===== src/rtl/bj_redirect_ctrl_pkg.sv =====
// Shared definitions for the branch/jump redirect controller.
// Holds the state encodings and the target-alignment helper.
package bj_redirect_ctrl_pkg;

    localparam int BJR_STATE_WIDTH = 2;

    localparam logic [BJR_STATE_WIDTH-1:0] BJR_IDLE  = 2'b00;
    localparam logic [BJR_STATE_WIDTH-1:0] BJR_REQ   = 2'b01;
    localparam logic [BJR_STATE_WIDTH-1:0] BJR_DRAIN = 2'b10;

    localparam int BUBBLE_W = 4;

    function automatic logic is_word_aligned(input logic [1:0] addr_lsb);
        return (addr_lsb == 2'b00);
    endfunction

endpackage


===== src/rtl/bj_redirect_ctrl_if.sv =====
// EX-side branch result and IF-side redirect handshake bundle.
// The master drives EX results and IF readiness; the slave is the redirect controller.
interface bj_redirect_ctrl_if #(
    parameter int XLEN = 32
) ();

    logic            ex_valid;
    logic            ex_is_bj;
    logic            ex_taken;
    logic [XLEN-1:0] ex_bj_addr;
    logic [XLEN-1:0] ex_pc;
    logic            redirect_ready;
    logic            redirect_valid;
    logic [XLEN-1:0] redirect_pc;

    modport master (
        output ex_valid, ex_is_bj, ex_taken, ex_bj_addr, ex_pc, redirect_ready,
        input  redirect_valid, redirect_pc
    );

    modport slave (
        input  ex_valid, ex_is_bj, ex_taken, ex_bj_addr, ex_pc, redirect_ready,
        output redirect_valid, redirect_pc
    );

endinterface


===== src/rtl/bj_redirect_ctrl.sv =====
// Turns a resolved taken branch/jump into a held PC redirect request, front-end
// flushes and an EX stall that lasts until the post-redirect bubble has drained.
module bj_redirect_ctrl
    import bj_redirect_ctrl_pkg::*;
#(
    parameter int XLEN         = 32,
    parameter int FLUSH_CYCLES = 2,
    parameter int CNT_W        = 32
) (
    input  logic                  clk,
    input  logic                  rst_n,
    bj_redirect_ctrl_if.slave     bus,
    output logic                  flush_if,
    output logic                  flush_id,
    output logic                  stall_ex,
    output logic                  misalign_exc,
    output logic [XLEN-1:0]       misalign_pc,
    output logic [CNT_W-1:0]      taken_cnt
);

    localparam logic [BUBBLE_W-1:0] BUBBLE_INIT = BUBBLE_W'(FLUSH_CYCLES - 1);

    logic [BJR_STATE_WIDTH-1:0] state_q, state_d;
    logic [BUBBLE_W-1:0]        bubble_q, bubble_d;
    logic [XLEN-1:0]            redirect_pc_q, redirect_pc_d;
    logic [XLEN-1:0]            misalign_pc_q, misalign_pc_d;
    logic                       misalign_exc_q, misalign_exc_d;
    logic [CNT_W-1:0]           taken_cnt_q, taken_cnt_d;

    logic trig_s;
    logic aligned_s;
    logic redirect_go_s;
    logic misalign_go_s;

    // Trigger qualification; EX inputs only matter while idle.
    always_comb begin
        trig_s        = bus.ex_valid & bus.ex_is_bj & bus.ex_taken & (state_q == BJR_IDLE);
        aligned_s     = is_word_aligned(bus.ex_bj_addr[1:0]);
        redirect_go_s = trig_s & aligned_s;
        misalign_go_s = trig_s & ~aligned_s;
    end

    // Next-state, bubble counter, captured target and counters.
    always_comb begin
        state_d        = state_q;
        bubble_d       = bubble_q;
        redirect_pc_d  = redirect_pc_q;
        misalign_pc_d  = misalign_pc_q;
        misalign_exc_d = misalign_go_s;
        taken_cnt_d    = taken_cnt_q;
        case (state_q)
            BJR_IDLE: begin
                if (redirect_go_s) begin
                    state_d       = BJR_REQ;
                    redirect_pc_d = bus.ex_bj_addr;
                end else if (misalign_go_s) begin
                    misalign_pc_d = bus.ex_pc;
                end else begin
                    state_d = BJR_IDLE;
                end
            end
            BJR_REQ: begin
                if (bus.redirect_ready) begin
                    state_d     = BJR_DRAIN;
                    bubble_d    = BUBBLE_INIT;
                    taken_cnt_d = taken_cnt_q + {{(CNT_W-1){1'b0}}, 1'b1};
                end else begin
                    state_d = BJR_REQ;
                end
            end
            BJR_DRAIN: begin
                if (bubble_q == {BUBBLE_W{1'b0}}) begin
                    state_d = BJR_IDLE;
                end else begin
                    bubble_d = bubble_q - {{(BUBBLE_W-1){1'b0}}, 1'b1};
                end
            end
            default: begin
                state_d  = BJR_IDLE;
                bubble_d = {BUBBLE_W{1'b0}};
            end
        endcase
    end

    // State registers; reset also drops any pending redirect or exception.
    always_ff @(posedge clk) begin
        if (!rst_n) begin
            state_q        <= BJR_IDLE;
            bubble_q       <= {BUBBLE_W{1'b0}};
            redirect_pc_q  <= {XLEN{1'b0}};
            misalign_pc_q  <= {XLEN{1'b0}};
            misalign_exc_q <= 1'b0;
            taken_cnt_q    <= {CNT_W{1'b0}};
        end else begin
            state_q        <= state_d;
            bubble_q       <= bubble_d;
            redirect_pc_q  <= redirect_pc_d;
            misalign_pc_q  <= misalign_pc_d;
            misalign_exc_q <= misalign_exc_d;
            taken_cnt_q    <= taken_cnt_d;
        end
    end

    // Flushes fire in the trigger cycle itself so wrong-path fetches die immediately.
    always_comb begin
        bus.redirect_valid = (state_q == BJR_REQ);
        bus.redirect_pc    = redirect_pc_q;
        stall_ex           = (state_q != BJR_IDLE);
        flush_if           = redirect_go_s | (state_q != BJR_IDLE);
        flush_id           = redirect_go_s | (state_q == BJR_REQ);
        misalign_exc       = misalign_exc_q;
        misalign_pc        = misalign_pc_q;
        taken_cnt          = taken_cnt_q;
    end

endmodule


===== src/flat_wrapper.sv =====
// flat-port wrapper written by rule: the top's interface ports become plain ports
module bj_redirect_ctrl_flat import bj_redirect_ctrl_pkg::*;
#(
    parameter int XLEN         = 32,
    parameter int FLUSH_CYCLES = 2,
    parameter int CNT_W        = 32
)
  (clk, rst_n, flush_if, flush_id, stall_ex, misalign_exc, misalign_pc, taken_cnt, bus_ex_valid, bus_ex_is_bj, bus_ex_taken, bus_ex_bj_addr, bus_ex_pc, bus_redirect_ready, bus_redirect_valid, bus_redirect_pc);
  bj_redirect_ctrl_if #(.XLEN(XLEN)) bus_i ();
  input  logic clk;
  input  logic rst_n;
  output logic flush_if;
  output logic flush_id;
  output logic stall_ex;
  output logic misalign_exc;
  output logic [XLEN-1:0] misalign_pc;
  output logic [CNT_W-1:0] taken_cnt;
  input wire logic [$bits(bus_i.ex_valid)-1:0] bus_ex_valid;
  input wire logic [$bits(bus_i.ex_is_bj)-1:0] bus_ex_is_bj;
  input wire logic [$bits(bus_i.ex_taken)-1:0] bus_ex_taken;
  input wire logic [$bits(bus_i.ex_bj_addr)-1:0] bus_ex_bj_addr;
  input wire logic [$bits(bus_i.ex_pc)-1:0] bus_ex_pc;
  input wire logic [$bits(bus_i.redirect_ready)-1:0] bus_redirect_ready;
  output wire logic [$bits(bus_i.redirect_valid)-1:0] bus_redirect_valid;
  output wire logic [$bits(bus_i.redirect_pc)-1:0] bus_redirect_pc;
  assign bus_i.ex_valid = bus_ex_valid;
  assign bus_i.ex_is_bj = bus_ex_is_bj;
  assign bus_i.ex_taken = bus_ex_taken;
  assign bus_i.ex_bj_addr = bus_ex_bj_addr;
  assign bus_i.ex_pc = bus_ex_pc;
  assign bus_i.redirect_ready = bus_redirect_ready;
  assign bus_redirect_valid = bus_i.redirect_valid;
  assign bus_redirect_pc = bus_i.redirect_pc;
  bj_redirect_ctrl #(.XLEN(XLEN), .FLUSH_CYCLES(FLUSH_CYCLES), .CNT_W(CNT_W)) u_core (.clk(clk), .rst_n(rst_n), .bus(bus_i), .flush_if(flush_if), .flush_id(flush_id), .stall_ex(stall_ex), .misalign_exc(misalign_exc), .misalign_pc(misalign_pc), .taken_cnt(taken_cnt));
endmodule

===== config.mk =====
export PLATFORM = sky130hd
export DESIGN_NAME = bj_redirect_ctrl_flat
export DESIGN_NICKNAME = d
export VERILOG_FILES = /design/src/rtl/bj_redirect_ctrl_pkg.sv /design/src/rtl/bj_redirect_ctrl_if.sv /design/src/rtl/bj_redirect_ctrl.sv /design/src/flat_wrapper.sv
export SDC_FILE = /design/constraint.sdc
export NUM_CORES = 1
export LEC_CHECK = 0
export BUFFER_PORTS_ARGS = -buffer_cell sky130_fd_sc_hd__buf_2
export CAP_MARGIN = 5
export CORE_MARGIN = 2
export CORE_UTILIZATION = 35
export CTS_CLUSTER_SIZE = 16
export DETAILED_ROUTE_END_ITERATION = 16
export GPL_TIMING_DRIVEN = 0
export PLACE_DENSITY_LB_ADDON = 0.05
export SLEW_MARGIN = 20
export SYNTH_ARGS = -nofsm -noshare
export SYNTH_HDL_FRONTEND = slang
export SYNTH_SLANG_ARGS = --single-unit

===== constraint.sdc =====
create_clock -name clk -period 3.8 [get_ports clk]
set_input_delay 0.38 -clock clk [delete_from_list [all_inputs] [get_ports clk]]
set_output_delay 0.38 -clock clk [all_outputs]
set_load 0.01 [all_outputs]

# Word-level counts from Yosys, hierarchy flattened
# Index checks and enable logic that the tools add are counted.
# classes
n_addsub	2
n_eq_ne	6
n_mux	8
bitwise	10
n_reduce_logical	9
# ops
op	n
$add 32x1->32 const B	1
$pmux 4 s3	1
$mux 2	4
$mux 4	2
$pmux 2 s3	1
$reduce_and 2->1	3
$reduce_and 3->1	2
$and 1x1->1	5
$logic_not 2->1	2
$logic_not 4->1	1
$ne 2x2->1 const B	2
$sub 4x1->4 const B	1
$ne 3x3->1 const B	1
$not 1->1	3
$eq 2x1->1 const B	1
$eq 2x2->1 const B	1
$ne 2x1->1 const B	1
$or 1x1->1	2
$reduce_bool 2->1	1
# totals
reg_bits	103
in_bits	70
output_inout_bits	101
wordCells	41

# Depth between registers and ports, before layout
# logic_depth
depth_word	7
ltp_mapped	8

# Worst setup path before layout
# No wires, ideal clock.
# synth_timing
path_type	flip-flop to flip-flop
startpoint	reg u_core.state_q[1]
endpoint	reg u_core.taken_cnt_q[20], in the netlist u_core.taken_cnt[20]
setup_ns	0.070
t_arrival_ns	2.036
slack_ns	1.693
stages_incl_launch_ff	9
period_less_slack_ns	2.107
cell_sequence	dfxtp_1 > inv_1 > ha_1 > buf_6 > nand3_2 > or4_1 > buf_2 > or4_1 > a21oi_1
# synth_via
elab_chain_len	2
# synth_lines
element	line_no	rtl
start: declaration	bj_redirect_ctrl.sv:23	logic [BJR_STATE_WIDTH-1:0] state_q, state_d;
start signal: assignment	bj_redirect_ctrl.sv:95	state_q <= state_d;
$eq 2x1->1	--	
named net bus_redirect_valid	flat_wrapper.sv:24	output wire logic [$bits(bus_i.redirect_valid)-1:0] bus_redirect_valid;
$reduce_and 2->1 (no line)	--	
end signal: assignment	bj_redirect_ctrl.sv:93	taken_cnt_q <= {CNT_W{1'b0}};
end signal: assignment	bj_redirect_ctrl.sv:100	taken_cnt_q <= taken_cnt_d;
end: declaration	bj_redirect_ctrl.sv:28	logic [CNT_W-1:0] taken_cnt_q, taken_cnt_d;
# The timed path passes the listed nets, and every way through them passes these cells.
# A chain may end at the register's enable or synchronous reset.

# Worst setup path in the final report
# layout_timing
startpoint	reg u_core.state_q[1]
endpoint	out flush_if
# layout_via
elab_chain_len	4
# layout_lines
element	line_no	rtl
$logic_not 2->1	bj_redirect_ctrl.sv:37	trig_s = bus.ex_valid & bus.ex_is_bj & bus.ex_taken & (state_q == BJR_IDLE);
$and 1x1->1	bj_redirect_ctrl.sv:37	
$and 1x1->1	bj_redirect_ctrl.sv:39	redirect_go_s = trig_s & aligned_s;
$or 1x1->1 (*)	bj_redirect_ctrl.sv:109	flush_if = redirect_go_s | (state_q != BJR_IDLE);
end: declaration	flat_wrapper.sv:12	output logic flush_if;
# Mark *: on every way between the ends. The rest lies on a longest branch, timed or not.

==> out/results.ini <==
[outcome]
result_of_the_run = finished clean

[clock_network]
htree_levels = 3
clock_tree.buffer_depth = 2
cts_hold_buffers = 0
tritoncts = done
cts_root_buf = sky130_fd_sc_hd__clkbuf_16
post_cts.repair.setup_buffers = 0
tritoncts.num_buffers = 9
clkSlewWorstSetupHoldPaths_ns = 0.07
numClockSinks = 103
postcts_resize_cnt = 0
worst_skew_pair.late_latency_ns = 0.34

[sta]
slew_at_the_pin_closest_to_its_max_slew_limit_ns = 0.542
finalSetupTns_ns = 0
layout_worst_path_cycle_share_pct = 72.6
timing.final.hold_violations = 0
max_freq_ghz = 0.363
grt_setup_unrepaired = false
timing.final.max_slew_violations = 0
slew_headroom_pct = 63.6
finClkSkew_ns = 0.00504
post_route_minimum_period_ns = 2.76
finalSetupViolations = 0

[pwr]
power.leakage_nw = 2.28
overall_power_after_layout_mw = 2.11
power_density_nw_per_um2 = 387
ir_drop_v = 0.000203

[yosys]
ys_seq_elements = 103
syn_area_sq_um = 4140
synth_sequential_area_ratio_pct = 49.8
synth_area_per_cell_sq_um = 8.09
post_syn_nets = 587
post_synth_inst_count = 512
synth_warnings = 0
synthDistinctLibCells = 42

[worst_setup_path]
timing.critical_path.slowest_cell_delay_ns = 0.37
timing.critical_path.to_type = primary output
criticalPathCategory = reg2out
worstPathCellList = inv_1 -> ha_1 -> nand4_1 -> or3_1 -> clkbuf_1 -> clkbuf_1 -> nand2_1 -> buf_2
worst_setup_path_start_kind = register
critPathRequiredTime_ns = 3.42
crit_buf_inv = 4
path_delay_family = simple AND/OR/NAND/NOR gates
crit_path_max_fanout = 10
cpMostUsedCell = sky130_fd_sc_hd__clkbuf_1
cpMaxStageDelayCell = sky130_fd_sc_hd__or3_1
arrival_ns = 2.38

[grt]
grt_start_max_net_pins = 17
grt-ovfl-total = 0
grt_pass1_vias = 3947
grt_antenna_before_repair = 0
grt_pass1_wl_um = 18800
grt_util_all_layers_pct = 18.1

[die]
floorplan.initialDensity_pct = 36.1
boundaryPins = 171
die-height_um = 113
fp-row-count = 39
core_region_area_sq_um = 11500
die-area_sq_um = 12700
dieWidth_um = 113

[layout]
final_net_count = 768
layoutNonFillerInstCount = 841
drive_gt1_share_pct = 28.2
layout.cells.most_common_list = sky130_fd_sc_hd__buf_2 (171), sky130_fd_sc_hd__nand2_1 (146), sky130_fd_sc_hd__dfxtp_1 (103), sky130_fd_sc_hd__a21oi_1 (85), sky130_fd_sc_hd__clkbuf_1 (26)
syn_to_final_growth_pct = 31.8
antenna-diode-count = 0
final_common_cell = sky130_fd_sc_hd__buf_2

[detailed_routing]
post_detailed_route_wirelength_per_cell_um = 13.5
initialDrtViolationCount = 210
routed_antenna_nets = 0
route.vias.total = 4097
viasPerCell = 4.87
totalWireLength_um = 11300
drc = 0
first_pass_iters = 4

[placement]
place.detailed.instances = 825
portBuffers = 170
detailedPlacementHpwl_um = 8520
routabilityCongestion = 0.791

[hold_path]
tightest_hold_check_type = in2reg

[flow_run]
drv.max_cap_violation_count = 0

==> worst min-delay path, delay by kind of cell <==
kind | cells | cell delay (ns)
AOI/OAI and AO/OA | 1 | 0.05
and+or+nand+nor | 1 | 0.04
buffers and inverters | 1 | 0.09
==> routing by layer <==
| layer | global-route usage [%] | routed length [um] |
|---|---|---|
| met4 | 6.34 | 139 |
| met5 | 0 | 0 |
| met2 | 30.7 | 5450 |
| met1 | 22.6 | 5010 |
| met3 | 4.50 | 720 |
==> final cells by class <==
type	instances	area (sq um)
Buffer	30	126
Clock buffer	11	253
Clock inverter	5	32.5
Fill cell	1194	6010
Inverter	13	48.8
Multi-Input combinational cell	366	1900
Sequential cell	103	2060
Tap cell	143	179
Timing Repair Buffer	170	851
==> kinds of logic after synthesis <==
family,Yosys count,share of synthesized area [%]
xor+xnor,10,2.12
simple gates,236,26.9
compound gates,113,14.9
flops,103,49.8
buf+inv,43,4.23
fa+ha+maj,5,1.51
mux,2,0.484
==> through the flow <==
step | instance area, sq um | setup slack, ns | util (%) | hold slack (ns)
finish | 5460 | 1.04 | 47.6 | 0.272
global route | 5460 | 0.753 | 47.6 | 0.259
CTS | 5460 | 0.993 | 47.6 | 0.254
detailed placement | 5170 | 1.37 | 45.1 | 0.444
global placement | 5170 | 1.41 | 45.1 | 0.439
floorplan | 4140 | 1.69 | - | 0.445
==> cell usage after synthesis <==
| cell type | n | area [sq um] |
|---|---|---|
| sky130_fd_sc_hd__buf_6 | 1 | 11.3 |
| sky130_fd_sc_hd__or4_2 | 1 | 8.76 |
| sky130_fd_sc_hd__and4_1 | 4 | 35.0 |
| sky130_fd_sc_hd__nand2b_1 | 4 | 25.0 |
| sky130_fd_sc_hd__o22ai_1 | 1 | 6.26 |
| sky130_fd_sc_hd__or4b_2 | 3 | 30.0 |
| sky130_fd_sc_hd__and4_2 | 1 | 10.0 |
| sky130_fd_sc_hd__or4_1 | 10 | 75.1 |
| sky130_fd_sc_hd__and3_1 | 2 | 12.5 |
| sky130_fd_sc_hd__nor4_1 | 5 | 31.3 |
| sky130_fd_sc_hd__o21ai_0 | 11 | 55.1 |
| sky130_fd_sc_hd__ha_1 | 5 | 62.6 |
| sky130_fd_sc_hd__nand4_1 | 12 | 75.1 |
| sky130_fd_sc_hd__nand3_1 | 10 | 50.1 |
| sky130_fd_sc_hd__nor2_1 | 15 | 56.3 |
| sky130_fd_sc_hd__nand3_2 | 1 | 10.0 |
| sky130_fd_sc_hd__nand2_1 | 146 | 548 |
| sky130_fd_sc_hd__o31ai_1 | 6 | 45.0 |
| sky130_fd_sc_hd__and2_1 | 1 | 6.26 |
| sky130_fd_sc_hd__o311a_1 | 1 | 10.0 |
| sky130_fd_sc_hd__o41ai_1 | 4 | 35.0 |
| sky130_fd_sc_hd__a21oi_1 | 85 | 425 |
| sky130_fd_sc_hd__mux2i_1 | 2 | 20.0 |
| sky130_fd_sc_hd__a21o_1 | 1 | 7.51 |
| sky130_fd_sc_hd__a211oi_1 | 1 | 7.51 |
| sky130_fd_sc_hd__or3_1 | 11 | 68.8 |
| sky130_fd_sc_hd__clkinv_1 | 1 | 3.75 |
| sky130_fd_sc_hd__dlygate4sd1_1 | 1 | 8.76 |
| sky130_fd_sc_hd__o311ai_0 | 2 | 17.5 |
| sky130_fd_sc_hd__nor3_1 | 5 | 25.0 |
| sky130_fd_sc_hd__or2_2 | 2 | 12.5 |
| sky130_fd_sc_hd__dfxtp_1 | 103 | 2060 |
| sky130_fd_sc_hd__nor2b_1 | 1 | 6.26 |
| sky130_fd_sc_hd__inv_1 | 12 | 45.0 |
| sky130_fd_sc_hd__nand4_4 | 1 | 21.3 |
| sky130_fd_sc_hd__xor2_1 | 4 | 35.0 |
| sky130_fd_sc_hd__a211o_1 | 1 | 8.76 |
| sky130_fd_sc_hd__clkbuf_1 | 26 | 97.6 |
| sky130_fd_sc_hd__xnor2_1 | 6 | 52.6 |
| sky130_fd_sc_hd__nor3b_1 | 1 | 7.51 |
| sky130_fd_sc_hd__buf_2 | 1 | 5.00 |
| sky130_fd_sc_hd__buf_1 | 1 | 3.75 |
==> power breakdown <==
part / internal, mW / switching, mW / total, mW
registers: 1.09 / 0.00718 / 1.10
logic: 0.0551 / 0.0753 / 0.130
clock network: 0.478 / 0.400 / 0.877
total: 1.63 / 0.482 / 2.11
==> state kept, by name (all words and copies together), names as in the netlist <==
signal,count
u_core.bubble_q,4
u_core.bus.redirect_pc,32
u_core.misalign_exc,1
u_core.misalign_pc,32
u_core.state_q,2
u_core.taken_cnt,32
==> worst paths after layout <==
path / startpoint / to / slack, ns / cells past startpoint
hold / removal: bus_ex_pc[4] / u_core.misalign_pc[4] / 0.27 / 3
hold reg to reg: u_core.misalign_pc[9] / u_core.misalign_pc[9] / 0.45 / 2
setup reg to reg: u_core.state_q[1] / u_core.taken_cnt[20] / 1.55 / 8
setup / recovery: u_core.state_q[1] / flush_if / 1.04 / 8
Power figures use the tool's default switching activity.
